**config.mk**
```make
export PLATFORM = sky130hd
export DESIGN_NAME = m68k_bus_sequencer
export DESIGN_NICKNAME = d
export VERILOG_FILES = /design/src/rtl/m68k_bus_sequencer.sv
export SDC_FILE = /design/constraint.sdc
export NUM_CORES = 1
export LEC_CHECK = 0
export CAP_MARGIN = 20
export CORE_MARGIN = 2
export CORE_UTILIZATION = 51
export DETAILED_ROUTE_END_ITERATION = 10
export GPL_ROUTABILITY_DRIVEN = 0
export PLACE_DENSITY = 0.8
export SYNTH_ARGS = -nofsm -noshare
export SYNTH_HDL_FRONTEND = slang
export SYNTH_SLANG_ARGS = --single-unit
```
**constraint.sdc**
```tcl
create_clock -name sys_clk -period 6.1 [get_ports sys_clk]
set_input_delay 1.22 -clock sys_clk [delete_from_list [all_inputs] [get_ports sys_clk]]
set_output_delay 1.22 -clock sys_clk [all_outputs]
set_load 0.02 [all_outputs]
```
**src/rtl/m68k_bus_sequencer.sv**
```systemverilog
// Runs one 68000 bus transaction (byte/word/long) for the Pi register interface,
// generating E, handling DTACK/BERR/VPA and splitting longs into two word cycles.
module m68k_bus_sequencer #(
  parameter int TIMEOUT_CYCLES = 256,
  parameter int E_DIV          = 10
) (
  input  logic        sys_clk,
  input  logic        sys_rst,
  input  logic        mc_clk_rising,
  input  logic        mc_clk_falling,
  input  logic        req_start,
  input  logic        req_rw,
  input  logic [1:0]  req_size,
  input  logic [2:0]  req_fc,
  input  logic [23:0] req_address,
  input  logic [31:0] req_data_write,
  input  logic        dtack_n,
  input  logic        berr_n,
  input  logic        vpa_n,
  input  logic [15:0] d_in,
  output logic [22:0] a_out,
  output logic [15:0] d_out,
  output logic [2:0]  fc_out,
  output logic        rnw_out,
  output logic        as_n,
  output logic        uds_n,
  output logic        lds_n,
  output logic        vma_n,
  output logic        e_clk,
  output logic        bus_drive,
  output logic        dbus_drive,
  output logic        req_active,
  output logic        req_ok,
  output logic [31:0] req_data_read
);
  localparam int EW = (E_DIV > 2) ? $clog2(E_DIV) : 2;
  localparam int TW = $clog2(TIMEOUT_CYCLES + 1);
  localparam logic [EW-1:0] E_LAST = EW'(E_DIV - 1);
  localparam logic [EW-1:0] E_VMA  = EW'(2);
  localparam logic [EW-1:0] E_HIGH = EW'((E_DIV * 6) / 10);
  localparam logic [TW-1:0] T_LAST = TW'(TIMEOUT_CYCLES - 1);

  typedef enum logic [3:0] {
    IDLE, REJECT, ARM, S0, S1, S2, S3, S4, ECYC, S5, S6, S7, ABORT
  } state_t;

  state_t      state;
  logic [EW-1:0] e_cnt;
  logic [EW-1:0] e_next;
  logic [TW-1:0] wait_cnt;
  logic        rw_l;
  logic [1:0]  size_l;
  logic [2:0]  fc_l;
  logic [23:0] addr_l;
  logic [31:0] wdata_l;
  logic        second_half;
  logic        upper_lane;
  logic        lower_lane;
  logic [15:0] write_word;

  assign e_next = (e_cnt == E_LAST) ? '0 : e_cnt + 1'b1;

  // Free-running E generator, stepped by the 7M falling edge.
  always_ff @(posedge sys_clk or posedge sys_rst) begin
    if (sys_rst) begin
      e_cnt <= '0;
      e_clk <= 1'b0;
    end else if (mc_clk_falling) begin
      e_cnt <= e_next;
      e_clk <= (e_next >= E_HIGH);
    end
  end

  always_comb begin
    upper_lane = (size_l != 2'd0) || !addr_l[0];
    lower_lane = (size_l != 2'd0) || addr_l[0];
    write_word = wdata_l[15:0];
    if (size_l == 2'd0)
      write_word = {wdata_l[7:0], wdata_l[7:0]};
    else if (size_l == 2'd2 && !second_half)
      write_word = wdata_l[31:16];
  end

  always_ff @(posedge sys_clk or posedge sys_rst) begin
    if (sys_rst) begin
      state         <= IDLE;
      wait_cnt      <= '0;
      rw_l          <= 1'b1;
      size_l        <= 2'd0;
      fc_l          <= 3'd0;
      addr_l        <= 24'd0;
      wdata_l       <= 32'd0;
      second_half   <= 1'b0;
      a_out         <= 23'd0;
      d_out         <= 16'd0;
      fc_out        <= 3'd0;
      rnw_out       <= 1'b1;
      as_n          <= 1'b1;
      uds_n         <= 1'b1;
      lds_n         <= 1'b1;
      vma_n         <= 1'b1;
      bus_drive     <= 1'b0;
      dbus_drive    <= 1'b0;
      req_active    <= 1'b0;
      req_ok        <= 1'b0;
      req_data_read <= 32'd0;
    end else begin
      case (state)
        IDLE: if (req_start) begin
          rw_l        <= req_rw;
          size_l      <= req_size;
          fc_l        <= req_fc;
          addr_l      <= req_address;
          wdata_l     <= req_data_write;
          second_half <= 1'b0;
          req_active  <= 1'b1;
          req_ok      <= 1'b0;
          if (req_size == 2'd3 || (req_size != 2'd0 && req_address[0]))
            state <= REJECT;
          else
            state <= ARM;
        end
        REJECT: begin
          req_active <= 1'b0;
          state      <= IDLE;
        end
        ARM: if (mc_clk_rising) begin
          bus_drive <= 1'b1;
          fc_out    <= fc_l;
          rnw_out   <= 1'b1;
          state     <= S0;
        end
        S0: if (mc_clk_falling) begin
          a_out <= addr_l[23:1];
          state <= S1;
        end
        S1: if (mc_clk_rising) begin
          as_n <= 1'b0;
          if (rw_l) begin
            uds_n <= !upper_lane;
            lds_n <= !lower_lane;
          end else begin
            rnw_out    <= 1'b0;
            dbus_drive <= 1'b1;
            d_out      <= write_word;
          end
          state <= S2;
        end
        S2: if (mc_clk_falling) begin
          if (!rw_l) begin
            uds_n <= !upper_lane;
            lds_n <= !lower_lane;
          end
          state <= S3;
        end
        S3: if (mc_clk_rising) begin
          wait_cnt <= '0;
          state    <= S4;
        end
        // BERR outranks DTACK, which outranks VPA; silence counts toward timeout.
        S4: if (mc_clk_falling) begin
          if (!berr_n || (dtack_n && vpa_n && wait_cnt == T_LAST)) begin
            as_n  <= 1'b1;
            uds_n <= 1'b1;
            lds_n <= 1'b1;
            vma_n <= 1'b1;
            state <= ABORT;
          end else if (!dtack_n) begin
            state <= S5;
          end else if (!vpa_n) begin
            state <= ECYC;
          end else begin
            wait_cnt <= wait_cnt + 1'b1;
          end
        end
        ECYC: if (mc_clk_falling) begin
          if (vma_n && e_cnt == E_VMA)
            vma_n <= 1'b0;
          else if (!vma_n && e_cnt == E_LAST)
            state <= S5;
        end
        S5: if (mc_clk_rising) state <= S6;
        S6: if (mc_clk_falling) begin
          as_n  <= 1'b1;
          uds_n <= 1'b1;
          lds_n <= 1'b1;
          vma_n <= 1'b1;
          if (rw_l) begin
            case (size_l)
              2'd0:    req_data_read <= {24'd0, addr_l[0] ? d_in[7:0] : d_in[15:8]};
              2'd1:    req_data_read <= {16'd0, d_in};
              default: begin
                if (second_half) req_data_read[15:0] <= d_in;
                else             req_data_read       <= {d_in, 16'd0};
              end
            endcase
          end
          state <= S7;
        end
        S7: if (mc_clk_rising) begin
          dbus_drive <= 1'b0;
          rnw_out    <= 1'b1;
          if (size_l == 2'd2 && !second_half) begin
            second_half <= 1'b1;
            addr_l      <= addr_l + 24'd2;
            state       <= S0;
          end else begin
            bus_drive  <= 1'b0;
            req_active <= 1'b0;
            req_ok     <= 1'b1;
            state      <= IDLE;
          end
        end
        ABORT: if (mc_clk_rising) begin
          bus_drive  <= 1'b0;
          dbus_drive <= 1'b0;
          rnw_out    <= 1'b1;
          req_active <= 1'b0;
          req_ok     <= 1'b0;
          state      <= IDLE;
        end
        default: state <= IDLE;
      endcase
    end
  end
endmodule
```
### Word level (Yosys, flattened, before mapping)

Index checks and enable logic that the tools add are counted.
Widths: inputs -> output; s select.

* register bits after elaboration: 164
* bits of input ports: 86
* output and inout port bits: 84
* word-level logic and storage cells: 198

* $add $sub $neg: 3
* order comparisons: 1
* equality and inequality tests: 46
* mux-type cells: 74
* bitwise logic cells: 1
* reduce and logical (&&, ||, !) cells: 49

Operators with widths (count)
* $mux 24: 3
* $mux 4: 18
* $mux 16: 4
* $pmux 32 s2: 1
* $ne 2x2->1 const B: 24
* $pmux 24 s2: 1
* $pmux 4 s12: 1
* $mux 9: 5
* $mux 1: 27
* $add 24x2->24 const B: 1
* $eq 4x4->1 const B: 6
* $reduce_and 5->1: 4
* $pmux 9 s2: 1
* $eq 4x3->1 const B: 4
* $reduce_and 4->1: 4
* $reduce_and 15->1: 1
* $eq 4x2->1 const B: 3
* $pmux 1 s3: 4
* $pmux 1 s4: 3
* $reduce_and 6->1: 2
* $reduce_bool 2->1: 6
* $reduce_bool 3->1: 4
* $add 9x1->9 const B: 1
* $eq 9x8->1 const B: 1
* 23 further kinds: 45

### Longest topological paths before layout

Gate-level depths: netlist of run 1.

* word-level depth: 6
* mapped depth: 11
* mapped depth without buffers: 10

### Worst setup path before layout of run 1

Ideal clock, no wire load.

* path type: input port to flip-flop
* start: in mc_clk_falling
* end: reg req_data_read[21]
* setup time: 0.121 ns
* data arrival time: 2.399 ns
* data required time: 5.979 ns
* slack: 3.580 ns
* stages: 6
* path buffers: 3
* path through: buf_2 -> and3_1 -> clkbuf_1 -> nand2_1 -> clkbuf_1 -> a22o_1

* longest elaborated chain between the ends: 1

RTL lines
* start, declared: RTL line 10 `input logic mc_clk_falling,`
* $reduce_and 4->1 (no source line)
* end signal, assigned: RTL line 190 `2'd0: req_data_read <= {24'd0, addr_l[0] ? d_in[7:0] : d_in[15:8]};`
* end signal, assigned: RTL line 191 `2'd1: req_data_read <= {16'd0, d_in};`
* end signal, assigned: RTL line 194 `else req_data_read <= {d_in, 16'd0};`
* end, declared: RTL line 34 `output logic [31:0] req_data_read`

Every way passes these cells.
A chain may end at the register's enable or synchronous reset.

### Worst setup path in the final report of run 1

* start: in mc_clk_falling
* end: reg req_data_read[23]

Same word-level chain as after synthesis.

==> results of run 1 <==
## layer usage
metal	global-route usage, %	wire [microns]	vias to the layer above
met2	39.38	9422	299
met5	0	13	-
met3	6.658	1485	36
met1	33.63	8738	3210
li1	-	-	3212
met4	9.632	451	2
## worst max-delay path by stage
stage                        start           endpoint  slack (ps)  cells after the start
global placement    mc_clk_falling  req_data_read[17]        2480                      5
floorplan                  sys_rst           a_out[0]         460                      1
CTS                 mc_clk_falling  req_data_read[23]        2930                      5
finish              mc_clk_falling  req_data_read[23]        2890                      5
detailed placement  mc_clk_falling  req_data_read[23]        2490                      5
global route              state[0]         addr_l[12]        2640                      5
## registers in the layout, summed over array words and instances, names as in the netlist, 2 cells and up
signal / count
d_out: 16
req_data_read: 32
fc_l: 3
wdata_l: 32
state: 4
addr_l: 24
size_l: 2
wait_cnt: 9
e_cnt: 4
a_out: 23
fc_out: 3
## synthesized netlist by cell type (7+ instances only)
cell type,count
a21oi_1,48
a22o_1,20
a2bb2oi_1,7
a31oi_1,9
and3_1,14
buf_2,10
clkbuf_1,38
dfrtp_1,158
ha_1,7
inv_1,13
mux2_2,30
mux2i_1,11
nand2_1,199
nand3_1,36
nor2_1,34
o21ai_0,68
o22a_1,13
o22ai_1,16
## critical path, delay by kind of cell
family	cells	cell delay, ps
AND/OR/NAND/NOR	2	890
buffers and inverters	2	1190
AO/OA/AOI/OAI	1	250
## cells in the final DEF, fill, tap and decap left out, drive strengths merged, types with 3 or more instances in the layout
cell type        n
ha               7
nor3             5
a2bb2oi          7
nor2            34
buf              9
and3            14
nor3b            4
nand3           36
dfrtp          158
a22o            20
o21a             3
bufinv           3
clkbuf          18
nor2b            4
dfstp            6
a31oi            9
clkinv           9
clkdlybuf4s50  169
o21ai           72
nand2b           3
nand2          199
a211oi           3
and2             4
a21oi           48
nor4             4
a21o             4
mux2            30
and4             4
mux2i           11
inv             13
o22ai           16
o31ai            6
nand4            6
o22a            13
## logic make-up (layout without fill, tap and decap cells)
kind of cell	Yosys count	after routing	synth area share [%]
compound gates	217	217	17.82
flops	164	164	52.90
mux	41	41	5.763
buf+inv	66	222	3.348
fa+ha+maj	8	8	1.256
xor+xnor	2	2	0.2254
simple gates	324	324	18.69
## metrics by stage
stage	util (%)	setup WS, ps
after floorplan	-	456.6
after CTS	67.54	2925
final	67.64	2891
after detailed placement	63.61	2493
after global routing	67.64	2638
after global placement	63.61	2482
## where the power goes
group | internal, W | switching [W] | total [W]
clock network | 0.000641 | 0.000433 | 0.00107
registers | 0.00152 | 0.000432 | 0.00195
logic | 0.000904 | 0.00101 | 0.00191
## area by class of cell
cell class                      instances  area (sq um)
Clock inverter                         13         161.4
Sequential cell                       164          4111
Tap cell                              188         235.2
Inverter                               13         53.80
Clock buffer                           18         429.2
Multi-Input combinational cell        592          3411
Fill cell                            1176          4865
Timing Repair Buffer                  178          1767
==> results.tsv, run 1 <==
metric	value	unit
status	completed	
antenna_found_initial	1	
synth_fp_nets	915	
num_rows	45	
synth_cell_types	58	
leakagePower	4.457	nW
worstSetupStartpointType	input pin	
grt_first_pass_wirelength	32500	microns
synthCells	822	
path_max_fanout	25	
grt_max_degree	58	
end_kind	flop	
syn_avg_cell_area	9.456	sq um
die_area	0.01624	sq mm
r2r_slack	2920	ps
dr.pass1.iters	5	
place_inst	1134	
track_usage	25.10	%
r2r-start	state[0]	
synthArstFlopShare	100.0	%
grt_pass1_vias	6514	
post-route-period-util	52.61	%
tns	0	ps
hold_buffers	0	
drv_slew	0	
finalPower	0.004943	W
relSlewSlack	36.40	%
slowest_delay	940	ps
yosysTopAreaCell	dfrtp_1	
synth-main-ff-cell	dfrtp_1	
htreeDepth	4	
fin_crit	3209	ps
layout-drive-gt1-share	8.691	%
rsz0062_at_grt	no	
grt-ovfl-total	0	
p_per_area	486.1	mW/mm^2
ant_nets	0	
boundaryPins	170	
synth-edff-count	0	
wirelength	20110	microns
synth_top_area_share	50.87	%
critPathRequiredTime	6450	ps
worst_path_max_delay_cell	clkdlybuf4s50_1	
cts_root_buf	clkbuf_16	
cts.sinks	164	
start_util	51.70	%
path_class	in2reg	
cts_resized	0	
worstMarginPinSlew	951.3	ps
synth.area.top_cells	dfrtp_1 (51%), nand2_1 (9.6%), o21ai_0 (4.4%)	
cts_tree	yes	
via_per_inst	5.797	
cp.arrival	3560	ps
instances_no_fill	1166	
nets	1059	
dp_hpwl	13920	microns
drtIter0Drc	520	
finalHoldViolCount	0	
ir_worst_vdd	0.3508	mV
postCtsSetupBuffers	0	
r2r_end	addr_l[12]	
setup_violations	0	
hp-class	reg2reg	
ys_seq_elements	164	
hold_depth	2	
rr_worst_depth	5	
area_delta_synth_final	30.83	%
syn_area	0.007772	sq mm
cts_made_buffers	17	
worst_hold_path.endpoint	fc_l[2]	
skew	10.12	ps
clk_path_buf_depth	2	
wire_per_inst	17.25	microns
yosys_warnings	0	
die_w	127.5	microns
whs	474.8	ps
crit_chain	clkdlybuf4s50_1 > nand3_1 > buf_4 > nor2_1 > a22o_1	
core_area	0.01503	sq mm
die_height	127.5	microns
path_clk_slew	60	ps
portBuffers	169	
clkLatencyLatePin	420	ps
vias	6759	
min-delay-start	fc_l[2]	
diodes	0	
design_area	0.01017	sq mm
max-cap-violations	0	
post-route-drc-count	0	
fmax	0.3116	GHz
dpl_cell_area	0.009563	sq mm
seq_area_frac_synth	52.90	%
Note: power is estimated with default switching activity, not from simulation.
==> run 2, diff against run 1 <==
- clock period: 6.1 -> 3.34 ns (I/O delays scaled with it)
==> run 2 against run 1 <==
First-iteration DRC count is 38% higher. Via count increased by 1.9%. Design area increased by 1.3%. Sequential power up 79%. Critical path depth increased by 4. Hold slack got worse by 11 ps. Sequential share of layout area decreased by 0.52 points. Utilization grew 0.88 points. Power rose by 88%. Sequential cell count stayed put. Highest routed layer is now met4. Combinational power up 89%.
==> results.tsv, run 2 (synthesis gave the netlist of run 1 again) <==
metric	value	unit	change
postCtsSetupBuffers	0		unchanged
hold_buffers	0		unchanged
tns	0	ps	unchanged
route.met2.wl	9486	microns	+0.68%
clkLatencyLatePin	430	ps	about the same
post-route-period-util	79.81	%	
cts_tree	yes		
leakagePower	4.525	nW	+1.5%
place_inst	1143		+0.79%
layout_commonest_cell	nand2_1		
htreeDepth	4		unchanged
p_per_area	900.4	mW/mm^2	+85%
fmax	0.3751	GHz	
setup_violations	0		unchanged
path_clk_slew	70	ps	about the same
start_util	51.70	%	unchanged
ant_nets	0		unchanged
clk_path_buf_depth	2		unchanged
grt_pass1_vias	6563		+0.75%
antenna_found_initial	0		-1
wire_per_inst	17.56	microns	+1.8%
cp-startpoint	wait_cnt[0]		
core_area	0.01503	sq mm	unchanged
portBuffers	169		unchanged
r2r-start	wait_cnt[0]		
fin_crit	2666	ps	
boundaryPins	170		unchanged
area_delta_synth_final	32.53	%	
grt_max_degree	105		+81%
max-cap-violations	0		unchanged
hp-class	reg2reg		
diodes	0		unchanged
cp.arrival	2980	ps	-580 ps
skew	6.518	ps	-3.601 ps
drv_slew	0		unchanged
dr.pass1.iters	5		unchanged
status	completed		
top_layer_used	met4		
track_usage	26.15	%	+1.0 points
path_class	reg2reg		
nFillCells	1158		-1.5%
hold_depth	2		unchanged
drtIter0Drc	720		+38%
nets	1067		+0.76%
place_ws	517.8	ps	-1975 ps
met1Wirelength	9010	microns	+3.1%
worstMarginPinSlew	765.6	ps	-185.8 ps
critPathRequiredTime	3660	ps	-2790 ps
grt_first_pass_wirelength	33780	microns	+3.9%
die_w	127.5	microns	unchanged
rr_worst_depth	9		+4
setup_ws	674.2	ps	-2217 ps
relSlewSlack	48.96	%	+13 points
dp_hpwl	13980	microns	+0.46%
cts_resized	0		unchanged
layout_common_cells	nand2_1 (199), clkdlybuf4s50_1 (169), dfrtp_1 (158)		
wirelength	20630	microns	+2.6%
worstSetupStartpointType	flop		
grt-ovfl-total	0		unchanged
finalPower	0.009276	W	+88%
num_rows	45		unchanged
min-delay-start	req_data_read[10]		
instances_no_fill	1175		+0.77%
cts.sinks	164		unchanged
cts_root_buf	clkbuf_16		
reg.largest.list	req_data_read x32, wdata_l x32, addr_l x24		
ir_worst_vdd	0.4595	mV	+31%
layout-drive-gt1-share	9.524	%	+0.83 points
cts_made_buffers	17		unchanged
met3_length	1530	microns	+3.0%
path_max_fanout	6		-76%
die_height	127.5	microns	unchanged
finalHoldViolCount	0		unchanged
end_kind	flop		
rsz0062_at_grt	no		
post-route-drc-count	0		unchanged
vias	6890		+1.9%
die_area	0.01624	sq mm	unchanged
via_per_inst	5.864		+1.2%
run 2: changes by cell type in the layout (fill, tap and decap cells not counted):
cell / delta
buf_8: -1
buf_12: +1
clkbuf_8: +2
clkinv_2: -2
bufinv_16: +2
clkinvlp_4: +1
inv_6: -1
clkinv_4: -1
buf_4: +8
run 2: critical path, cell delays in order, from the launching register on:
cell and delay, ps:
dfrtp_1 400, ha_1 220, and3_1 210, and3_1 210, and3_1 180, ha_1 180, nand4b_1 200, nor2_1 490
nor4_4 150, mux2_2 310
run 2: report_power, final:
part           switching, W  total (W)  internal [W]
Clock              0.000803    0.00217       0.00137
Combinational       0.00194    0.00361       0.00167
Sequential         0.000711    0.00349       0.00278
run 2: layout make-up:
type                            count  area, sq um  share of cell area, %
Inverter                           13        52.55                 0.5101
Sequential cell                   164         4111                  39.91
Tap cell                          188        235.2                  2.284
Clock buffer                       20        456.7                  4.433
Multi-Input combinational cell    592         3411                  33.11
Clock inverter                     12        202.7                  1.968
Timing Repair Buffer              186         1832                  17.78
run 2: final timing paths:
check	slack, ps	to
setup / recovery	670	state[0]
hold / removal	460	req_data_read[10]
setup reg to reg	670	state[0]
hold reg to reg	460	req_data_read[10]
max in group asynchronous	1960	wdata_l[10]
min in group asynchronous	720	req_data_read[29]
run 2: routing by layer:
metal / global-route usage, % / up-vias
met5: 0 / -
met4: 11.38 / 0
met3: 6.407 / 42
met2: 39.60 / 307
met1: 36.04 / 3334
li1: - / 3207
run 2: metrics by stage:
| stage | util (%) | instance area, sq um | hold WS [ps] |
|---|---|---|---|
| finish | 68.52 | 10300 | 464.0 |
| global route | 68.52 | 10300 | 498.5 |
| CTS | 68.52 | 10300 | 468.3 |
| detailed placement | 64.14 | 9642 | 454.3 |
| global placement | 64.14 | 9642 | 448.6 |
| floorplan | - | 7776 | 437.0 |
